### src/rtl/stopwatch_ctrl_if.sv
// ============================================================================
//  Module      : stopwatch_ctrl_if
//  Description : Button, status and control signals between the stopwatch
//                controller and the digit datapath / display.
//  Revision    : 1.0 - initial release
// ============================================================================
`default_nettype none

interface stopwatch_ctrl_if;
   logic       start_stop_btn;
   logic       lap_btn;
   logic       clear_btn;
   logic       max_reached;
   logic       tick;
   logic       count_clr;
   logic       lap_hold;
   logic       running;
   logic [1:0] state;

   modport master (
      output start_stop_btn, lap_btn, clear_btn, max_reached,
      input  tick, count_clr, lap_hold, running, state
   );

   modport slave (
      input  start_stop_btn, lap_btn, clear_btn, max_reached,
      output tick, count_clr, lap_hold, running, state
   );
endinterface

`default_nettype wire

### src/rtl/stopwatch_ctrl.sv
// ============================================================================
//  Module      : stopwatch_ctrl
//  Description : Button conditioning, IDLE/RUN/STOP/LAP sequencing and gated
//                count-tick generation for the 4-digit BCD stopwatch.
//  Revision    : 1.0 - initial release
// ============================================================================
`default_nettype none

module stopwatch_ctrl #(
   parameter int CLK_HZ       = 100_000_000,
   parameter int TICK_HZ      = 100,
   parameter int DEBOUNCE_CYC = 1_000_000
) (
   input  logic            clk,
   input  logic            reset_n,
   stopwatch_ctrl_if.slave sw
);

   localparam int c_TICK_DIV = CLK_HZ / TICK_HZ;
   localparam int c_DIV_W    = $clog2(c_TICK_DIV);
   localparam int c_DEB_W    = $clog2(DEBOUNCE_CYC);
   localparam logic [c_DIV_W-1:0] c_DIV_MAX = c_DIV_W'(c_TICK_DIV - 1);
   localparam logic [c_DEB_W-1:0] c_DEB_MAX = c_DEB_W'(DEBOUNCE_CYC - 1);

   typedef enum logic [1:0] {
      S_IDLE = 2'd0,
      S_RUN  = 2'd1,
      S_STOP = 2'd2,
      S_LAP  = 2'd3
   } state_t;

   // Button index: 0 = start_stop, 1 = lap, 2 = clear
   logic [2:0]         w_raw;
   logic [2:0]         w_press;
   state_t             r_state;
   state_t             w_state_nxt;
   logic               r_running;
   logic               r_lap_hold;
   logic               r_count_clr;
   logic [c_DIV_W-1:0] r_div;

   assign w_raw = {sw.clear_btn, sw.lap_btn, sw.start_stop_btn};

   genvar gi;
   generate
      for (gi = 0; gi < 3; gi++) begin : g_btn
         logic               r_s1;
         logic               r_s2;
         logic               r_db;
         logic               r_db_prev;
         logic               r_press;
         logic [c_DEB_W-1:0] r_cnt;

         always_ff @(posedge clk) begin
            if (!reset_n) begin
               r_s1      <= 1'b0;
               r_s2      <= 1'b0;
               r_db      <= 1'b0;
               r_db_prev <= 1'b0;
               r_press   <= 1'b0;
               r_cnt     <= '0;
            end else begin
               r_s1      <= w_raw[gi];
               r_s2      <= r_s1;
               r_db_prev <= r_db;
               r_press   <= r_db & ~r_db_prev;
               // Level only follows after DEBOUNCE_CYC consecutive disagreeing samples
               if (r_s2 == r_db) begin
                  r_cnt <= '0;
               end else if (r_cnt == c_DEB_MAX) begin
                  r_db  <= r_s2;
                  r_cnt <= '0;
               end else begin
                  r_cnt <= r_cnt + c_DEB_W'(1);
               end
            end
         end

         assign w_press[gi] = r_press;
      end
   endgenerate

   always_ff @(posedge clk) begin
      if (!reset_n) begin
         r_state     <= S_IDLE;
         r_running   <= 1'b0;
         r_lap_hold  <= 1'b0;
         r_count_clr <= 1'b0;
      end else begin
         r_state     <= w_state_nxt;
         r_running   <= (w_state_nxt == S_RUN) || (w_state_nxt == S_LAP);
         r_lap_hold  <= (w_state_nxt == S_LAP);
         r_count_clr <= (r_state == S_STOP) && (w_state_nxt == S_IDLE);
      end
   end

   // Priority clear > start_stop > lap falls out of the if/else ordering
   always_comb begin
      w_state_nxt = r_state;
      case (r_state)
         S_IDLE: begin
            if (w_press[0]) w_state_nxt = S_RUN;
         end
         S_RUN: begin
            if (sw.max_reached)   w_state_nxt = S_STOP;
            else if (w_press[0])  w_state_nxt = S_STOP;
            else if (w_press[1])  w_state_nxt = S_LAP;
         end
         S_LAP: begin
            if (sw.max_reached)   w_state_nxt = S_STOP;
            else if (w_press[0])  w_state_nxt = S_STOP;
            else if (w_press[1])  w_state_nxt = S_RUN;
         end
         S_STOP: begin
            if (w_press[2])       w_state_nxt = S_IDLE;
            else if (w_press[0])  w_state_nxt = S_RUN;
         end
         default: w_state_nxt = S_IDLE;
      endcase
   end

   // Divider freezes in STOP so a resumed run finishes the partial period
   always_ff @(posedge clk) begin
      if (!reset_n) begin
         r_div <= '0;
      end else if (r_running) begin
         r_div <= (r_div == c_DIV_MAX) ? '0 : r_div + c_DIV_W'(1);
      end else if ((r_state == S_STOP) && (w_state_nxt == S_IDLE)) begin
         r_div <= '0;
      end
   end

   assign sw.tick      = r_running && (r_div == c_DIV_MAX) && !sw.max_reached;
   assign sw.count_clr = r_count_clr;
   assign sw.lap_hold  = r_lap_hold;
   assign sw.running   = r_running;
   assign sw.state     = r_state;

endmodule

`default_nettype wire

### src/flat_wrapper.sv
// flat-port wrapper written by rule: the top's interface ports become plain ports
module stopwatch_ctrl_flat 
#(
   parameter int CLK_HZ       = 100_000_000,
   parameter int TICK_HZ      = 100,
   parameter int DEBOUNCE_CYC = 1_000_000
)
  (clk, reset_n, sw_start_stop_btn, sw_lap_btn, sw_clear_btn, sw_max_reached, sw_tick, sw_count_clr, sw_lap_hold, sw_running, sw_state);
  stopwatch_ctrl_if sw_i ();
  input  logic clk;
  input  logic reset_n;
  input wire logic [$bits(sw_i.start_stop_btn)-1:0] sw_start_stop_btn;
  input wire logic [$bits(sw_i.lap_btn)-1:0] sw_lap_btn;
  input wire logic [$bits(sw_i.clear_btn)-1:0] sw_clear_btn;
  input wire logic [$bits(sw_i.max_reached)-1:0] sw_max_reached;
  output wire logic [$bits(sw_i.tick)-1:0] sw_tick;
  output wire logic [$bits(sw_i.count_clr)-1:0] sw_count_clr;
  output wire logic [$bits(sw_i.lap_hold)-1:0] sw_lap_hold;
  output wire logic [$bits(sw_i.running)-1:0] sw_running;
  output wire logic [$bits(sw_i.state)-1:0] sw_state;
  assign sw_i.start_stop_btn = sw_start_stop_btn;
  assign sw_i.lap_btn = sw_lap_btn;
  assign sw_i.clear_btn = sw_clear_btn;
  assign sw_i.max_reached = sw_max_reached;
  assign sw_tick = sw_i.tick;
  assign sw_count_clr = sw_i.count_clr;
  assign sw_lap_hold = sw_i.lap_hold;
  assign sw_running = sw_i.running;
  assign sw_state = sw_i.state;
  stopwatch_ctrl #(.CLK_HZ(CLK_HZ), .TICK_HZ(TICK_HZ), .DEBOUNCE_CYC(DEBOUNCE_CYC)) u_core (.clk(clk), .reset_n(reset_n), .sw(sw_i));
endmodule
### config.mk
export PLATFORM = sky130hd
export DESIGN_NAME = stopwatch_ctrl_flat
export DESIGN_NICKNAME = d
export VERILOG_FILES = /design/src/rtl/stopwatch_ctrl_if.sv /design/src/rtl/stopwatch_ctrl.sv /design/src/flat_wrapper.sv
export SDC_FILE = /design/constraint.sdc
export NUM_CORES = 1
export LEC_CHECK = 0
export ABC_AREA = 1
export BUFFER_PORTS_ARGS = -buffer_cell sky130_fd_sc_hd__buf_2
export CAP_MARGIN = 15
export CORE_MARGIN = 2
export CORE_UTILIZATION = 35
export DETAILED_ROUTE_END_ITERATION = 12
export HOLD_SLACK_MARGIN = 0.05
export SYNTH_ARGS = -nofsm -noshare
export SYNTH_HDL_FRONTEND = slang
export SYNTH_SLANG_ARGS = --single-unit
### constraint.sdc
create_clock -name clk -period 2.28 [get_ports clk]
set_clock_uncertainty 0.05 [all_clocks]
set_input_delay 0.342 -clock clk [delete_from_list [all_inputs] [get_ports clk]]
set_output_delay 0.342 -clock clk [all_outputs]
set_load 0.1 [all_outputs]
==> parameters.txt <==
Parameter                              Value

Timing
  Slew of the pin with the lowest slew margin    486 ps
  Count of final max-slew check failures    0
  Setup slack of the critical path after layout    80.2 ps
  Worst slew margin    67.8%
  Count of final setup violators    0
  FMAX    455 MHz
  Hold violation total from the final report    0
  Tmin final    2200 ps
  Part of the cycle the worst path needs    a little over nine tenths

Route
  Count of routing violations after the opening detailed-route iteration    approximately 330
  Remaining antenna violation count    0
  Remaining routing DRC violations    0
  Wire length after detailed routing    around 9.9 mm
  WL per Instance    10.9 um
  Vias post-DR    4257
  Via/cell ratio    4.65
  Number of iterations in the first detailed-routing pass    4

Placed design
  Half-perimeter wire length after placement    about 7 mm
  Port buffer count    11
  Worst setup slack before clock tree synthesis    379 ps
  Total placed cells including tap cells    roughly 900
  Final weighted congestion in routability-driven placement    about 0.84

Worst setup path
  Signal arrival time at the worst endpoint    1810 ps
  Peak fanout along the critical path    3
  Critical path class    flop to output pin
  Sort of element at the end of the critical path    output pin
  WP data required    1890 ps
  Kind of start point of the critical path    flop

Layout
  Diode count    0
  Final-layout fill cell count    1501
  Post-layout instance count excluding filler cells    between 900 and 1000
  Post-synthesis to final-layout area growth    11.7%
  Share of final-layout standard cells stronger than drive strength 1    under 10%
  Net count, final    about 740
  Core utilization of the finished layout    around two fifths

Power and ir drop
  Net Switching    699 uW
  Power density normalized to cell area    589 nW/um^2
  Clock share of power    44.8%
  Sw frac    21.7%
  Seq pwr share    54.0%
  P_int    2.52 mW
  IR Drop Worst-Case VDD    ~400 uV
  Gate power share    1.2%
  Leak    between 1.5 and 2 nW

Synth
  Post-synth top flop    dfxtp_1
  Share of flip-flops with an asynchronous set or reset after synthesis    0%
  Number of synthesis warnings    0
  Number of enable-type register cells in the synthesized netlist    0
  Sequential share of the synthesized area    about 41%
  Netlist area before placement    ~4900 um^2
  Fraction of post-synthesis cell area in the top cell type by area    roughly two fifths
  Leading cell types by total area after synthesis    dfxtp_1 41%, nand2_1 13%, nor2_1 8.7%
  Number of different library cells in the post-synthesis netlist    41
  Leading cell types by count after synthesis    172 x nand2_1, 114 x nor2_1, 99 x dfxtp_1
  Post-synthesis cell type with the largest combined area    dfxtp_1
  Gate Count Post-Synth    714
  Avg Inst Size Synth    6.85 um^2
  Register bit total from synthesis    99
  Net count after synthesis    724
  Most common cell in the synthesized netlist    nand2_1

Floorplan
  Die boundary height    122 um
  Number of primary I/O pins    12
  # rows    43
  Width of the chip    122 um
  Initial cell density of the core    around 36%
  Total Die Area    between 10000 and 15000 um^2
  Core region area    13800 um^2

Global routing
  Vias in the first global route    3775
  Antenna violations before repair    0
  Pin count of the biggest net entering global routing    21
  Combined global-route utilization of all metal layers    14.5%
  Aggregate global routing overflow    0
  First-pass GRT wire length    17.3 mm

Clock tree
  CTS Root Cell    clkbuf_16
  Clock-pin slew on the worst setup and hold paths    70 ps
  Clock tree from TritonCTS    built
  Clock latency on the worst-skew pair    350 ps
  Clock buffers created by TritonCTS    9
  Clock Path Buffers    2
  CTS Sinks    99
  Number of H-tree levels    3

Worst hold path
  Path class of the lowest-slack min-delay path    input port to flop

Job
  Max Cap Viol    0

Outcome
  Run status    complete, no violations
==> stage by stage <==
step	total power [mW]	setup TNS [ps]	area [um^2]	hold WS, ps
finish	3.22	0	5460	124
global route	3.34	-2.60	5460	132
CTS	3.27	0	5450	114
detailed placement	1.82	0	5160	322
global placement	1.82	0	5160	321
floorplan	1.80	0	4900	318
==> logic make-up after synthesis <==
| kind of cell | count (synthesis) | synth area share [%] |
|---|---|---|
| simple gates | 421 | 39.0 |
| buf+inv | 100 | 8.26 |
| flops | 99 | 40.5 |
| compound gates | 68 | 7.29 |
| xor+xnor | 22 | 3.94 |
| fa+ha+maj | 4 | 1.02 |
==> state kept, by name, indices dropped and copies added (netlist names) <==
signal,flops
u_core.g_btn.r_s2,3
u_core.g_btn.r_press,3
u_core.r_div,20
u_core.sw.lap_hold,1
u_core.g_btn.r_db_prev,3
u_core.sw.state,2
u_core.g_btn.r_cnt,60
u_core.g_btn.r_db,3
u_core.sw.count_clr,1
u_core.g_btn.r_s1,3
==> final timing paths <==
path / slack, ps / end / startpoint / cells after the start
setup / recovery: 80 / sw_tick / u_core.r_div[1] / 6
setup reg to reg: 420 / u_core.g_btn[1].r_cnt[3] / u_core.g_btn[1].r_cnt[0] / 9
hold / removal: 120 / u_core.g_btn[1].r_s1 / sw_lap_btn / 3
hold reg to reg: 330 / u_core.g_btn[2].r_press / u_core.g_btn[2].r_db_prev / 1
==> repair_timing <==
| action | in CTS | in global routing |
|---|---|---|
| buffers inserted | 1 | 0 |
| pin swaps | 1 | 2 |
| endpoints found under the setup margin | 1 | 1 |
| hold buffers | 0 | 0 |
| gates resized for setup | 0 | 5 |
==> power groups by stage <==
stage | Combinational, mW | Clock, mW | Sequential, mW
detailed placement | 0.0395 | 0 | 1.78
finish | 0.0383 | 1.44 | 1.74
floorplan | 0.0258 | 0 | 1.78
global route | 0.0441 | 1.56 | 1.74
CTS | 0.0396 | 1.49 | 1.74
global placement | 0.0387 | 0 | 1.78
==> cells in the final DEF, fill, tap and decap left out, types with 3 or more instances in the layout <==
cell type / netlist / final
nand2_1: 172 / 172
nor2_1: 114 / 113
dfxtp_1: 99 / 96
inv_1: 85 / 85
a21oi_1: 45 / 45
nand3_1: 44 / 44
nor3_1: 30 / 29
nand4_1: 20 / 20
xor2_1: 19 / 19
o21ai_0: 15 / 15
buf_2: 2 / 10
clkbuf_16: 0 / 9
or2_2: 7 / 7
nor2_2: 5 / 6
inv_2: 5 / 5
nor3_2: 5 / 5
nand3b_1: 4 / 4
clkinvlp_4: 0 / 4
buf_4: 3 / 4
nand2_4: 3 / 3
nor4_1: 3 / 3
xnor2_1: 3 / 3
nor3b_1: 3 / 3
ha_1: 4 / 3
dfxtp_2: 0 / 3
==> worst max-delay path, stage by stage (launching register included) <==
cell	delay (ps)
dfxtp_1	350
ha_2	190
nand2_1	120
nor3_4	230
nand3_4	130
nor3_4	220
buf_12	200
==> area by class of cell <==
class,instances,area (um^2),area share (%)
Tap cell,180,225,4.12
Multi-Input combinational cell,515,2530,46.3
Inverter,91,342,6.25
Sequential cell,99,1990,36.3
Timing Repair Buffer,15,100,1.83
Clock buffer,11,243,4.44
Clock inverter,5,38.8,0.710
==> per-layer routing <==
metal	vias to the layer above	global-route usage, %	share of wire (%)
met5	-	0	0
met4	0	6.82	1.4
met3	10	2.70	2.1
met2	37	21.4	43
met1	1888	20.3	53
li1	2322	-	-
No activity file was read; power rests on OpenSTA's default activity.
